--- src/rtl/ping_pong_tick_counter_pkg.sv ---
// counter_pkg: shared constants for the ping-pong tick counter slice.
//   DIR_UP / DIR_DOWN : encoding of the direction register and output.
//   DEFAULT_WIDTH     : default counter and bound width.
package counter_pkg;

  localparam logic DIR_UP   = 1'b1;
  localparam logic DIR_DOWN = 1'b0;

  localparam int DEFAULT_WIDTH = 4;

endpackage

--- src/rtl/ping_pong_tick_counter_if.sv ---
// ping_pong_tick_counter_if: signal bundle between the counter and its
// driver/consumer.
//   dclk, enable, flip, max, min : driven by the master (control side).
//   tick, direction, out         : driven by the slave (the counter).
//
// Handshake: there is no back-pressure. tick is a one-cycle strobe that
// marks a detected dclk rising edge. out and direction are registered and
// take their post-step values on the clk edge that ends the tick cycle.
// enable, min and max only have an effect during a tick cycle; flip is
// sampled every cycle and remembered until the next step.
interface ping_pong_tick_counter_if #(
  parameter int WIDTH = counter_pkg::DEFAULT_WIDTH
) ();

  logic             dclk;
  logic             enable;
  logic             flip;
  logic [WIDTH-1:0] max;
  logic [WIDTH-1:0] min;
  logic             tick;
  logic             direction;
  logic [WIDTH-1:0] out;

  modport master (
    output dclk, enable, flip, max, min,
    input  tick, direction, out
  );

  modport slave (
    input  dclk, enable, flip, max, min,
    output tick, direction, out
  );

endinterface

--- src/rtl/ping_pong_tick_counter_tick_sync.sv ---
// tick_sync: brings an asynchronous, slow square wave into the clk domain
// and emits a one-cycle pulse for each of its rising edges.
//   clk        : system clock.
//   rst        : asynchronous active-high reset.
//   din        : asynchronous input (e.g. the divided clock).
//   rise_pulse : high for one clk cycle per rising edge of din.
module tick_sync #(
  parameter int SYNC_STAGES = 2
) (
  input  logic clk,
  input  logic rst,
  input  logic din,
  output logic rise_pulse
);

  logic [SYNC_STAGES-1:0] sync_q;
  logic                   hist_q;

  // sync_q[0] is the metastability-catching stage; the last stage is the
  // first one that is safe to use, and hist_q delays it by one cycle.
  always_ff @(posedge clk or posedge rst) begin
    if (rst) begin
      sync_q <= '0;
      hist_q <= 1'b0;
    end else begin
      sync_q <= {sync_q[SYNC_STAGES-2:0], din};
      hist_q <= sync_q[SYNC_STAGES-1];
    end
  end

  assign rise_pulse = sync_q[SYNC_STAGES-1] & ~hist_q;

endmodule

--- src/rtl/ping_pong_tick_counter.sv ---
// ping_pong_tick_counter: counter that bounces between min and max, moving
// one step per rising edge of dclk (sampled as data in the clk domain).
//   clk : system clock, all state updates on its rising edge.
//   rst : asynchronous active-high reset.
//   bus : slave side of ping_pong_tick_counter_if
//         (dclk, enable, flip, max, min in; tick, direction, out out).
module ping_pong_tick_counter
  import counter_pkg::*;
#(
  parameter int WIDTH       = DEFAULT_WIDTH,
  parameter int SYNC_STAGES = 2
) (
  input  logic                     clk,
  input  logic                     rst,
  ping_pong_tick_counter_if.slave  bus
);

  logic             tick;
  logic [WIDTH-1:0] out_q;
  logic             dir_q;
  logic             flip_pending_q;

  logic             step;
  logic             eff_dir;
  logic [WIDTH-1:0] next_out;

  tick_sync #(
    .SYNC_STAGES (SYNC_STAGES)
  ) u_tick_sync (
    .clk        (clk),
    .rst        (rst),
    .din        (bus.dclk),
    .rise_pulse (tick)
  );

  // A step needs a valid window (max strictly above min) that also contains
  // the current value; otherwise the counter freezes until the bounds move.
  always_comb begin
    step     = 1'b0;
    eff_dir  = dir_q;
    next_out = out_q;

    step = tick & bus.enable & (bus.max > bus.min) &
           (out_q >= bus.min) & (out_q <= bus.max);

    // A flip arriving in the step cycle itself counts, hence the OR.
    if (flip_pending_q | bus.flip) begin
      eff_dir = ~dir_q;
    end
    // Bounce at the bounds, after the flip has been taken into account.
    if (eff_dir == DIR_UP && out_q == bus.max) begin
      eff_dir = DIR_DOWN;
    end else if (eff_dir == DIR_DOWN && out_q == bus.min) begin
      eff_dir = DIR_UP;
    end

    next_out = (eff_dir == DIR_UP) ? out_q + 1'b1 : out_q - 1'b1;
  end

  always_ff @(posedge clk or posedge rst) begin
    if (rst) begin
      out_q          <= '0;
      dir_q          <= DIR_UP;
      flip_pending_q <= 1'b0;
    end else if (step) begin
      out_q          <= next_out;
      dir_q          <= eff_dir;
      flip_pending_q <= 1'b0;
    end else if (bus.flip) begin
      flip_pending_q <= 1'b1;
    end
  end

  assign bus.tick      = tick;
  assign bus.direction = dir_q;
  assign bus.out       = out_q;

endmodule

--- src/flat_wrapper.sv ---
// flat-port wrapper written by rule: the top's interface ports become plain ports
module ping_pong_tick_counter_flat import counter_pkg::*;
#(
  parameter int WIDTH       = DEFAULT_WIDTH,
  parameter int SYNC_STAGES = 2
)
  (clk, rst, bus_dclk, bus_enable, bus_flip, bus_max, bus_min, bus_tick, bus_direction, bus_out);
  ping_pong_tick_counter_if #(.WIDTH(WIDTH)) bus_i ();
  input  logic clk;
  input  logic rst;
  input wire logic [$bits(bus_i.dclk)-1:0] bus_dclk;
  input wire logic [$bits(bus_i.enable)-1:0] bus_enable;
  input wire logic [$bits(bus_i.flip)-1:0] bus_flip;
  input wire logic [$bits(bus_i.max)-1:0] bus_max;
  input wire logic [$bits(bus_i.min)-1:0] bus_min;
  output wire logic [$bits(bus_i.tick)-1:0] bus_tick;
  output wire logic [$bits(bus_i.direction)-1:0] bus_direction;
  output wire logic [$bits(bus_i.out)-1:0] bus_out;
  assign bus_i.dclk = bus_dclk;
  assign bus_i.enable = bus_enable;
  assign bus_i.flip = bus_flip;
  assign bus_i.max = bus_max;
  assign bus_i.min = bus_min;
  assign bus_tick = bus_i.tick;
  assign bus_direction = bus_i.direction;
  assign bus_out = bus_i.out;
  ping_pong_tick_counter #(.WIDTH(WIDTH), .SYNC_STAGES(SYNC_STAGES)) u_core (.clk(clk), .rst(rst), .bus(bus_i));
endmodule
--- config.mk ---
export PLATFORM = sky130hd
export DESIGN_NAME = ping_pong_tick_counter_flat
export DESIGN_NICKNAME = d
export VERILOG_FILES = /design/src/rtl/ping_pong_tick_counter_pkg.sv /design/src/rtl/ping_pong_tick_counter_if.sv /design/src/rtl/ping_pong_tick_counter_tick_sync.sv /design/src/rtl/ping_pong_tick_counter.sv /design/src/flat_wrapper.sv
export SDC_FILE = /design/constraint.sdc
export NUM_CORES = 1
export LEC_CHECK = 0
export CORE_UTILIZATION = 50
export CTS_CLUSTER_DIAMETER = 80
export DETAILED_ROUTE_END_ITERATION = 10
export HOLD_SLACK_MARGIN = 0.02
export PLACE_DENSITY = 0.91
export REMOVE_ABC_BUFFERS = 1
export SETUP_SLACK_MARGIN = 0.3
export SYNTH_ARGS = -nofsm -noshare
export SYNTH_HDL_FRONTEND = slang
export SYNTH_SLANG_ARGS = --single-unit
--- constraint.sdc ---
create_clock -name clk -period 4 [get_ports clk]
set_input_delay 1.2 -clock clk [delete_from_list [all_inputs] [get_ports clk]]
set_output_delay 1.2 -clock clk [all_outputs]
set_load 0.02 [all_outputs]
==> flow_metrics.tcl, run 1 <==
set metrics [dict create \
    cp-start-kind "primary input" \
    drv_cap 0 \
    combPwrFrac_pct 50.8 \
    synth_cell_type_count 27 \
    setup_viol 0 \
    clk_pin_slew_ns 0.06 \
    die_w_um 39.7 \
    power_frac_seq_pct 32.5 \
    crit_path_start "bus_min[2]" \
    synth_area_sq_um 712 \
    synth_ff_type "dfrtp_1" \
    io_buffers 18 \
    netSwitchingPower_uw 157 \
    critical_path_class "primary input to flop" \
    hold_depth 0 \
    ys_warn_count 0 \
    grt_overflow 0 \
    slew-limit-headroom_pct 74.4 \
    cts_buffer_depth 2 \
    cts_buffers 3 \
    fin_tns_setup_ns 0 \
    synth.top_cell.area_share_pct 28.1 \
    slew_violations 0 \
    p_int_uw 257 \
    min_to "u_core.u_tick_sync.sync_q[1]" \
    drt-initial-drc-count 2 \
    fmaxAchievable_mhz 297 \
    leakagePower_nw 0.476 \
    avgRoutedWirePerCell_um 12.3 \
    synth_edf_count 0 \
    coreArea_sq_um 1320 \
    drive_above_1_share_pct 10.8 \
    viasPerCell 5.54 \
    antenna_found_initial 0 \
    ir_drop_mv 0.329 \
    clockPowerShare_pct 16.8 \
    synthTopCellsByArea "dfrtp_1, ha_1, inv_1" \
    r2r-start "u_core.bus.out[0]" \
    status "completed" \
    clock_latency_ns 0.26 \
    finalNetCount 122 \
    finalHoldViolations 0 \
    rsz0062_at_grt "no" \
    numClockSinks 9 \
    grt_usage_pct 21.4 \
    power_density_nw_per_um2 438 \
    path_max_fanout 3 \
    crit_arrival_ns 3.56 \
    top_usage_layer "met2" \
    ys_seq_area_share_pct 31.8 \
    root_buffer "clkbuf_4" \
    period_minus_slack_ns 3.37 \
    io_pins 19 \
    syn_inst 70 \
    switching_share_pct 38.0 \
    via_count 598 \
    ctsHoldBuffers 0 \
    regToRegEndpoint "u_core.bus.out[3]" \
    dieHeight_um 39.7 \
    crit_required_ns 4.19 \
    routed_wl_um 1330 \
    hold_class "flop to flop" \
    skew_ns 0.00129 \
    ant_nets 0 \
    grt_pass1_wl_um 2170 \
    diodes 0 \
    end_kind "flop" \
    grt_start_max_net_pins 10 \
    post_cts_buffers 0 \
    gp_congestion 0.730 \
    pre_cts_ws_ns 0.361 \
    worst_pin_slew_ns 0.384 \
    synthArstFlopShare_pct 100 \
    grtUsageMet1_pct 22.5 \
    fin_ws_ns 0.629 \
    met2_usage_pct 38.5 \
    synth_top_cell_by_area "dfrtp_1" \
    first_pass_iters 4 \
    grt_pass1_vias 558 \
    hpwl_um 1130 \
    rows 13 \
    area_delta_synth_final_pct 32.7 \
    post-route-period-util_pct 84.3 \
    ctsResizeCount 0 \
    cts_max_level 1 \
    cts_tree "built" \
    drc 0 \
    syn_area_per_cell_sq_um 10.2 \
    r2r_slack_ns 1.56 \
    yosys_register_bits 9 \
    dieArea_sq_um 1580 \
    holdWs_ns 0.352 \
    use_met3_pct 3.98 \
    r2r_cells 11 \
    hp-start "u_core.u_tick_sync.sync_q[0]" \
    start_util_pct 54.0 \
]
sequential cells by signal, summed over array words and instances (netlist names):
register and cells:
u_core.bus.out 4, u_core.u_tick_sync.sync_q 2, u_core.bus.direction 1, u_core.flip_pending_q 1, u_core.u_tick_sync.hist_q 1
critical path, stage by stage:
cell,delay (ns)
clkdlybuf4s50_1,0.45
inv_1,0.06
ha_1,0.29
nand3_1,0.10
a211oi_1,0.28
nor2_1,0.11
buf_4,0.16
ha_1,0.30
a21oi_1,0.08
or3_1,0.31
nand4_1,0.11
xnor2_1,0.12
Yosys cell counts, drive strengths merged (2+ instances only):
master and instances:
nand3 3, or3 2, a21o 2, o21ai 2, ha 14, nor2b 2, dfrtp 8, mux2 2
a21oi 5, nand4 3, xnor2 2, inv 12
stage by stage:
stage | area (sq um) | cells | total power, mW | util (%)
2_1_floorplan | 712 | 70 | 0.268 | -
3_3_place_gp | 918 | 104 | 0.338 | 69.7
3_5_place_dp | 918 | 104 | 0.348 | 69.7
4_1_cts | 945 | 108 | 0.421 | 71.7
5_1_grt | 945 | 108 | 0.452 | 71.7
6_report | 945 | 108 | 0.414 | 71.7
routing by layer:
metal  wire (um)  vias to the layer above
li1            -                      300
met1         566                      276
met4          37                        0
met2         642                       18
met5           0                        -
met3          84                        4
placed cells by master, fill, tap and decap left out, drive strengths merged:
cell and count:
clkdlybuf4s50 18, buf 1, a211oi 1, dfrtp 8, o21ai 2, mux2 2, ha 14, fa 1
inv 12, a21o 2, clkbuf 4, and3 1, nand4 3, or3 2, a221oi 1, o21a 1
nor2b 2, xnor2 2, dfstp 1, nor2 1, nand3 3, a21oi 5, xor2 1, a31oi 1
o221ai 1, nand2 1, a211o 1, o211ai 1
worst max path at each step:
| stage | cells past startpoint | end | slack (ns) |
|---|---|---|---|
| 2_1_floorplan | 11 | u_core.bus.out[3] | 0.94 |
| 3_3_place_gp | 12 | u_core.bus.out[3] | 0.39 |
| 6_report | 12 | u_core.bus.out[3] | 0.63 |
| 5_1_grt | 12 | u_core.bus.out[3] | 0.44 |
| 3_5_place_dp | 12 | u_core.bus.out[3] | 0.36 |
| 4_1_cts | 12 | u_core.bus.out[3] | 0.64 |
cell type report:
cell class                      count  area (sq um)
Inverter                           12          45.0
Multi-Input combinational cell     49           440
Timing Repair Buffer               19           188
Fill cell                         104           373
Tap cell                           15          18.8
Clock buffer                        4          26.3
Sequential cell                     9           226
logic make-up (layout without fill, tap and decap cells):
group / Yosys count / in the layout / share of synthesized area, %
compound gates: 16 / 16 / 15.6
fa+ha+maj: 15 / 15 / 27.4
simple gates: 13 / 13 / 12.0
buf+inv: 12 / 35 / 6.33
flops: 9 / 9 / 31.8
xor+xnor: 3 / 3 / 3.69
mux: 2 / 2 / 3.16
power by group through the flow:
| stage | Sequential [mW] | Combinational (mW) | Clock, mW |
|---|---|---|---|
| after global routing | 0.139 | 0.237 | 0.0769 |
| after floorplan | 0.151 | 0.117 | 0 |
| after global placement | 0.135 | 0.203 | 0 |
| final | 0.134 | 0.210 | 0.0694 |
| after CTS | 0.135 | 0.213 | 0.0739 |
| after detailed placement | 0.136 | 0.212 | 0 |
Power figures use the tool's default switching activity.
==> inputs of run 2 (changes only) <==
- CORE_UTILIZATION: 50 -> 46
- PLACE_DENSITY: 0.91 -> 0.85
- clock period: 4 -> 3.5 ns (I/O delays scaled with it)
==> flow_metrics.tcl, run 2 (synthesized netlist as in run 1, its figures left out) <==
set metrics [dict create \
    grt_pass1_wl_um 2440 \
    r2r-start "u_core.bus.out[2]" \
    cts_max_level 1 \
    path_max_fanout 3 \
    antenna_found_initial 0 \
    rows 13 \
    leakagePower_nw 0.525 \
    grt_usage_pct 23.1 \
    drc 0 \
    dieArea_sq_um 1710 \
    slew-limit-headroom_pct 75.0 \
    dieHeight_um 41.3 \
    netSwitchingPower_uw 222 \
    cts_buffer_depth 2 \
    gp_congestion 0.761 \
    cp-start-kind "primary input" \
    skew_ns 0.00833 \
    clk_pin_slew_ns 0.06 \
    stdcell_count 112 \
    cts_tree "built" \
    avgRoutedWirePerCell_um 15.2 \
    finalNetCount 126 \
    finalHoldViolations 0 \
    hpwl_um 1210 \
    grt_overflow 0 \
    clockPowerShare_pct 14.9 \
    viasPerCell 5.79 \
    io_pins 19 \
    hp-start "u_core.u_tick_sync.sync_q[0]" \
    ctsHoldBuffers 0 \
    clock_latency_ns 0.27 \
    drt-initial-drc-count 9 \
    grt_start_max_net_pins 10 \
    period_minus_slack_ns 3.08 \
    crit_arrival_ns 3.24 \
    total_power_uw 555 \
    final_cell_mix "clkdlybuf4s50_1, inv_1, ha_1, dfrtp_1, ha_4" \
    switching_share_pct 40.0 \
    cts_buffers 3 \
    crit_required_ns 3.65 \
    setup_viol 0 \
    power_density_nw_per_um2 513 \
    pre_cts_ws_ns -0.00165 \
    routed_wl_um 1710 \
    crit_path_start "bus_flip" \
    end_kind "flop" \
    fin_tns_setup_ns 0 \
    ant_nets 0 \
    start_util_pct 52.1 \
    ir_drop_mv 0.349 \
    p_int_uw 333 \
    rsz0062_at_grt "no" \
    io_buffers 18 \
    drv_cap 0 \
    first_pass_iters 4 \
    final_common_cell "clkdlybuf4s50_1" \
    post-route-period-util_pct 88.1 \
    grt_pass1_vias 606 \
    area_delta_synth_final_pct 51.8 \
    hold_class "flop to flop" \
    diodes 0 \
    power_frac_seq_pct 29.4 \
    fmaxAchievable_mhz 324 \
    slew_violations 0 \
    die_w_um 41.3 \
    dp_cells 107 \
    via_count 648 \
    numClockSinks 9 \
    combPwrFrac_pct 55.7 \
    largest_register_ffs 4 \
    status "completed" \
    critical_path_class "primary input to flop" \
    coreArea_sq_um 1370 \
    root_buffer "clkbuf_4" \
    drive_above_1_share_pct 27.8 \
    fin_ws_ns 0.417 \
    nFillCells 98 \
    worst_pin_slew_ns 0.375 \
]
## run 2: cell types whose count changed in the layout (fill, tap and decap cells not counted), sizes merged
cell and change:
clkdlybuf4s50 -4, dlymetal6s2s +4, buf +4
## run 2: what timing repair did
item                       in CTS  in global routing
setup endpoints to repair       1                  2
setup buffers                   0                  1
cloned                          0                  0
gates resized for setup         1                 17
pin swaps                       0                  7
## run 2: through the flow
| step | area, sq um | hold WS, ns | utilization, % |
|---|---|---|---|
| finish | 1080 | 0.345 | 79.1 |
| detailed placement | 941 | 0.336 | 68.9 |
| global placement | 941 | 0.332 | 68.9 |
| CTS | 972 | 0.349 | 71.2 |
| global route | 1080 | 0.366 | 79.1 |
| floorplan | 712 | 0.331 | - |
## run 2: worst max-delay path, cell delays in order
cell and delay [ns]:
clkdlybuf4s50_1 0.43, or3_4 0.35, a211oi_2 0.31, nor2_4 0.07, buf_4 0.16, ha_4 0.27
a21oi_2 0.05, or3_1 0.37, nand4_1 0.11, xnor2_1 0.07
## run 2: final timing paths
kind                                                 to  slack [ns]  cells after the start
min                        u_core.u_tick_sync.sync_q[1]        0.35                      0
max in group asynchronous          u_core.bus.direction        2.16                      2
max reg2reg                           u_core.bus.out[3]        1.01                     10
max                                   u_core.bus.out[3]        0.42                     10
min in group asynchronous             u_core.bus.out[3]        1.03                      2
min reg2reg                u_core.u_tick_sync.sync_q[1]        0.35                      0
## run 2: power groups by stage
stage	registers (mW)	logic, mW	clock network, mW
final	0.163	0.309	0.0829
after global routing	0.167	0.336	0.0873
after CTS	0.155	0.266	0.0844
after detailed placement	0.157	0.261	0
after global placement	0.156	0.249	0
after floorplan	0.172	0.134	0
## run 2: cell type report
cell class              count  area [sq um]  area share (%)
inverters                  12          45.0            4.17
well taps                  15          18.8            1.74
flip-flops and latches      9           226            20.9
repair buffers             23           228            21.1
multi-input cells          49           537            49.7
clock buffers               4          26.3            2.43
## run 2: layer usage
layer | GRT usage, % | vias up | wire length (um)
met5 | 0 | - | 0
met4 | 13.7 | 0 | 37
met3 | 4.26 | 4 | 109
met2 | 42.2 | 25 | 830
met1 | 24.4 | 306 | 727
li1 | - | 313 | -
==> inputs of run 3 (changes only) <==
- CORE_UTILIZATION: 46 -> 47
- PLACE_DENSITY: 0.85 -> 0.86
- SYNTH_HIERARCHICAL: default -> 1
==> flow_metrics.tcl, run 3 <==
set metrics [dict create \
    status "completed" \
    start_util_pct 50.2 \
    avgRoutedWirePerCell_um 16.7 \
    slew_violations 0 \
    final_common_cell "clkdlybuf4s50_1" \
    synthArstFlopShare_pct 100 \
    fmaxAchievable_mhz 322 \
    holdWs_ns 0.364 \
    synth.top_cell.area_share_pct 26.8 \
    drc 0 \
    use_met3_pct 4.78 \
    crit_path_frequent_cell "ha_4" \
    post-route-period-util_pct 88.7 \
    syn_area_per_cell_sq_um 10.5 \
    leakagePower_nw 0.507 \
    synth_most_common_cell "ha_1" \
    gp_congestion 0.808 \
    synth_edf_count 0 \
    synth_top_cell_by_area "dfrtp_1" \
    largest_register_ffs 4 \
    cp_cell_sequence "clkdlybuf4s50_1, inv_1, ha_4, nand4_1, and3_4, nor2_4, ha_4, a21o_1, a21oi_2, nor3_2, nand4b_1, xnor2_1" \
    cts_buffer_depth 2 \
    cp-start-kind "primary input" \
    cp_top_family "simple AND/OR/NAND/NOR gates" \
    hold_class "flop to flop" \
    grt_pass1_wl_um 2730 \
    diodes 0 \
    nFillCells 96 \
    synth_xor_area_share_pct 3.52 \
    root_buffer "clkbuf_4" \
    final_cell_mix "clkdlybuf4s50_1, inv_1, dfrtp_1, ha_1, ha_4" \
    slew-limit-headroom_pct 75.7 \
    crit_required_ns 3.64 \
    synth_fa_ha_area_share_pct 26.1 \
    cpPeakStageDelay_ns 0.49 \
    numClockSinks 9 \
    rows 14 \
    cts_max_level 1 \
    grtUsageMet1_pct 22.2 \
    drive_above_1_share_pct 31.3 \
    top_usage_layer "met2" \
    grt_start_max_net_pins 7 \
    synthTopCellsByArea "dfrtp_1, ha_1, inv_1" \
    setup_viol 0 \
    antenna_found_initial 0 \
    synth-simple-area-share_pct 14.9 \
    yosys-mux-area-fraction_pct 5.36 \
    via_count 635 \
    ant_nets 0 \
    io_buffers 18 \
    viasPerCell 5.67 \
    dieArea_sq_um 1750 \
    syn_inst 71 \
    drt-initial-drc-count 2 \
    synth_cell_type_count 31 \
    synth_ff_type "dfrtp_1" \
    power_density_nw_per_um2 658 \
    clk_pin_slew_ns 0.06 \
    cts_tree "built" \
    final_area_sq_um 1100 \
    area_delta_synth_final_pct 47.6 \
    cp_slowest_cell "clkdlybuf4s50_1" \
    critPathBufInv 2 \
    crit_arrival_ns 3.25 \
    end_kind "flop" \
    finalNetCount 125 \
    multi_input_area_sq_um 579 \
    clock_latency_ns 0.26 \
    yosys_register_bits 9 \
    grt_pass1_vias 678 \
    dieHeight_um 41.9 \
    skew_ns 0.000286 \
    synth.top_cells.by_count "ha_1, inv_1, dfrtp_1, a21oi_1, nand4_1" \
    ir_drop_mv 0.384 \
    routed_wl_um 1870 \
    coreArea_sq_um 1490 \
    synth_area_sq_um 747 \
    post_dp_cell_area_sq_um 955 \
    first_pass_iters 2 \
    worst_pin_slew_ns 0.360 \
    synth_top_family_by_area "adder cells" \
    finalHoldViolations 0 \
    ys_warn_count 6 \
    grt_overflow 0 \
    hpwl_um 1320 \
    path_max_fanout 3 \
    period_minus_slack_ns 3.11 \
    ys_seq_area_share_pct 30.3 \
    ctsHoldBuffers 0 \
    met2_usage_pct 37.5 \
    grt_usage_pct 20.8 \
    cts_buffers 3 \
    io_pins 19 \
    critical_path_class "primary input to flop" \
    synth-compound-area-share_pct 13.7 \
    drv_cap 0 \
    rsz0062_at_grt "no" \
    die_w_um 41.9 \
    seq_area_sq_um 226 \
]
run 3: final timing paths:
path                                                end                    startpoint  slack [ns]  cells after the start
setup / recovery                      u_core/bus.out[3]                    bus_max[3]        0.39                     12
hold / removal             u_core/u_tick_sync/sync_q[1]  u_core/u_tick_sync/sync_q[0]        0.36                      0
setup reg to reg                      u_core/bus.out[2]             u_core/bus.out[0]        1.11                      9
hold reg to reg            u_core/u_tick_sync/sync_q[1]  u_core/u_tick_sync/sync_q[0]        0.36                      0
max in group asynchronous          u_core/bus.direction                           rst        2.19                      2
min in group asynchronous     u_core/u_tick_sync/hist_q                           rst        0.98                      2
run 3: cell type report:
type                    count  share of cell area (%)
clock buffers               4                    2.38
repair buffers             21                    18.6
multi-input cells          50                    52.6
inverters                  12                    4.09
well taps                  16                    1.82
flip-flops and latches      9                    20.5
run 3: repair_timing:
action	in CTS	in global routing
endpoints found under the setup margin	1	2
pin swaps	0	8
resized for setup	2	13
setup buffers	0	2
run 3: cells by family after synthesis:
group,count (synthesis)
adders and majority gates,15
and+or+nand+nor,15
AOI/OAI and AO/OA,14
buffers and inverters,12
DFF,9
xor gates and xnor gates,3
muxes,3
run 3: metrics by stage:
| stage | util, % | setup slack [ns] | power, mW | TNS [ns] | cells |
|---|---|---|---|---|---|
| after floorplan | - | 0.555 | 0.413 | 0 | 71 |
| after global placement | 64.1 | 0.0528 | 0.522 | 0 | 106 |
| after detailed placement | 64.1 | -0.00920 | 0.545 | -0.00920 | 106 |
| after CTS | 66.3 | 0.314 | 0.641 | 0 | 110 |
| after global routing | 74.0 | 0.282 | 0.785 | 0 | 112 |
| final | 74.0 | 0.395 | 0.725 | 0 | 112 |
run 3: worst register-to-register path: stages (launching register included):
cell and delay [ns]:
dfrtp_1 0.46, inv_1 0.11, ha_1 0.30, nand4_1 0.14, a21oi_2 0.23, nor2_4 0.06
buf_4 0.15, fa_1 0.38, xor2_1 0.17, mux2_4 0.26
run 3: metal layers:
| layer | vias up | part of all wire [%] |
|---|---|---|
| met5 | - | 0 |
| met1 | 295 | 37 |
| met3 | 8 | 5.9 |
| met2 | 24 | 53 |
| met4 | 0 | 4.2 |
| li1 | 308 | - |
run 3: power breakdown:
part           total (mW)  switching, mW  leakage, nW  internal, mW
clock network      0.0800         0.0361       0.0150        0.0439
registers           0.188         0.0548        0.106         0.133
logic               0.457          0.210        0.385         0.247
total               0.725          0.301        0.507         0.424
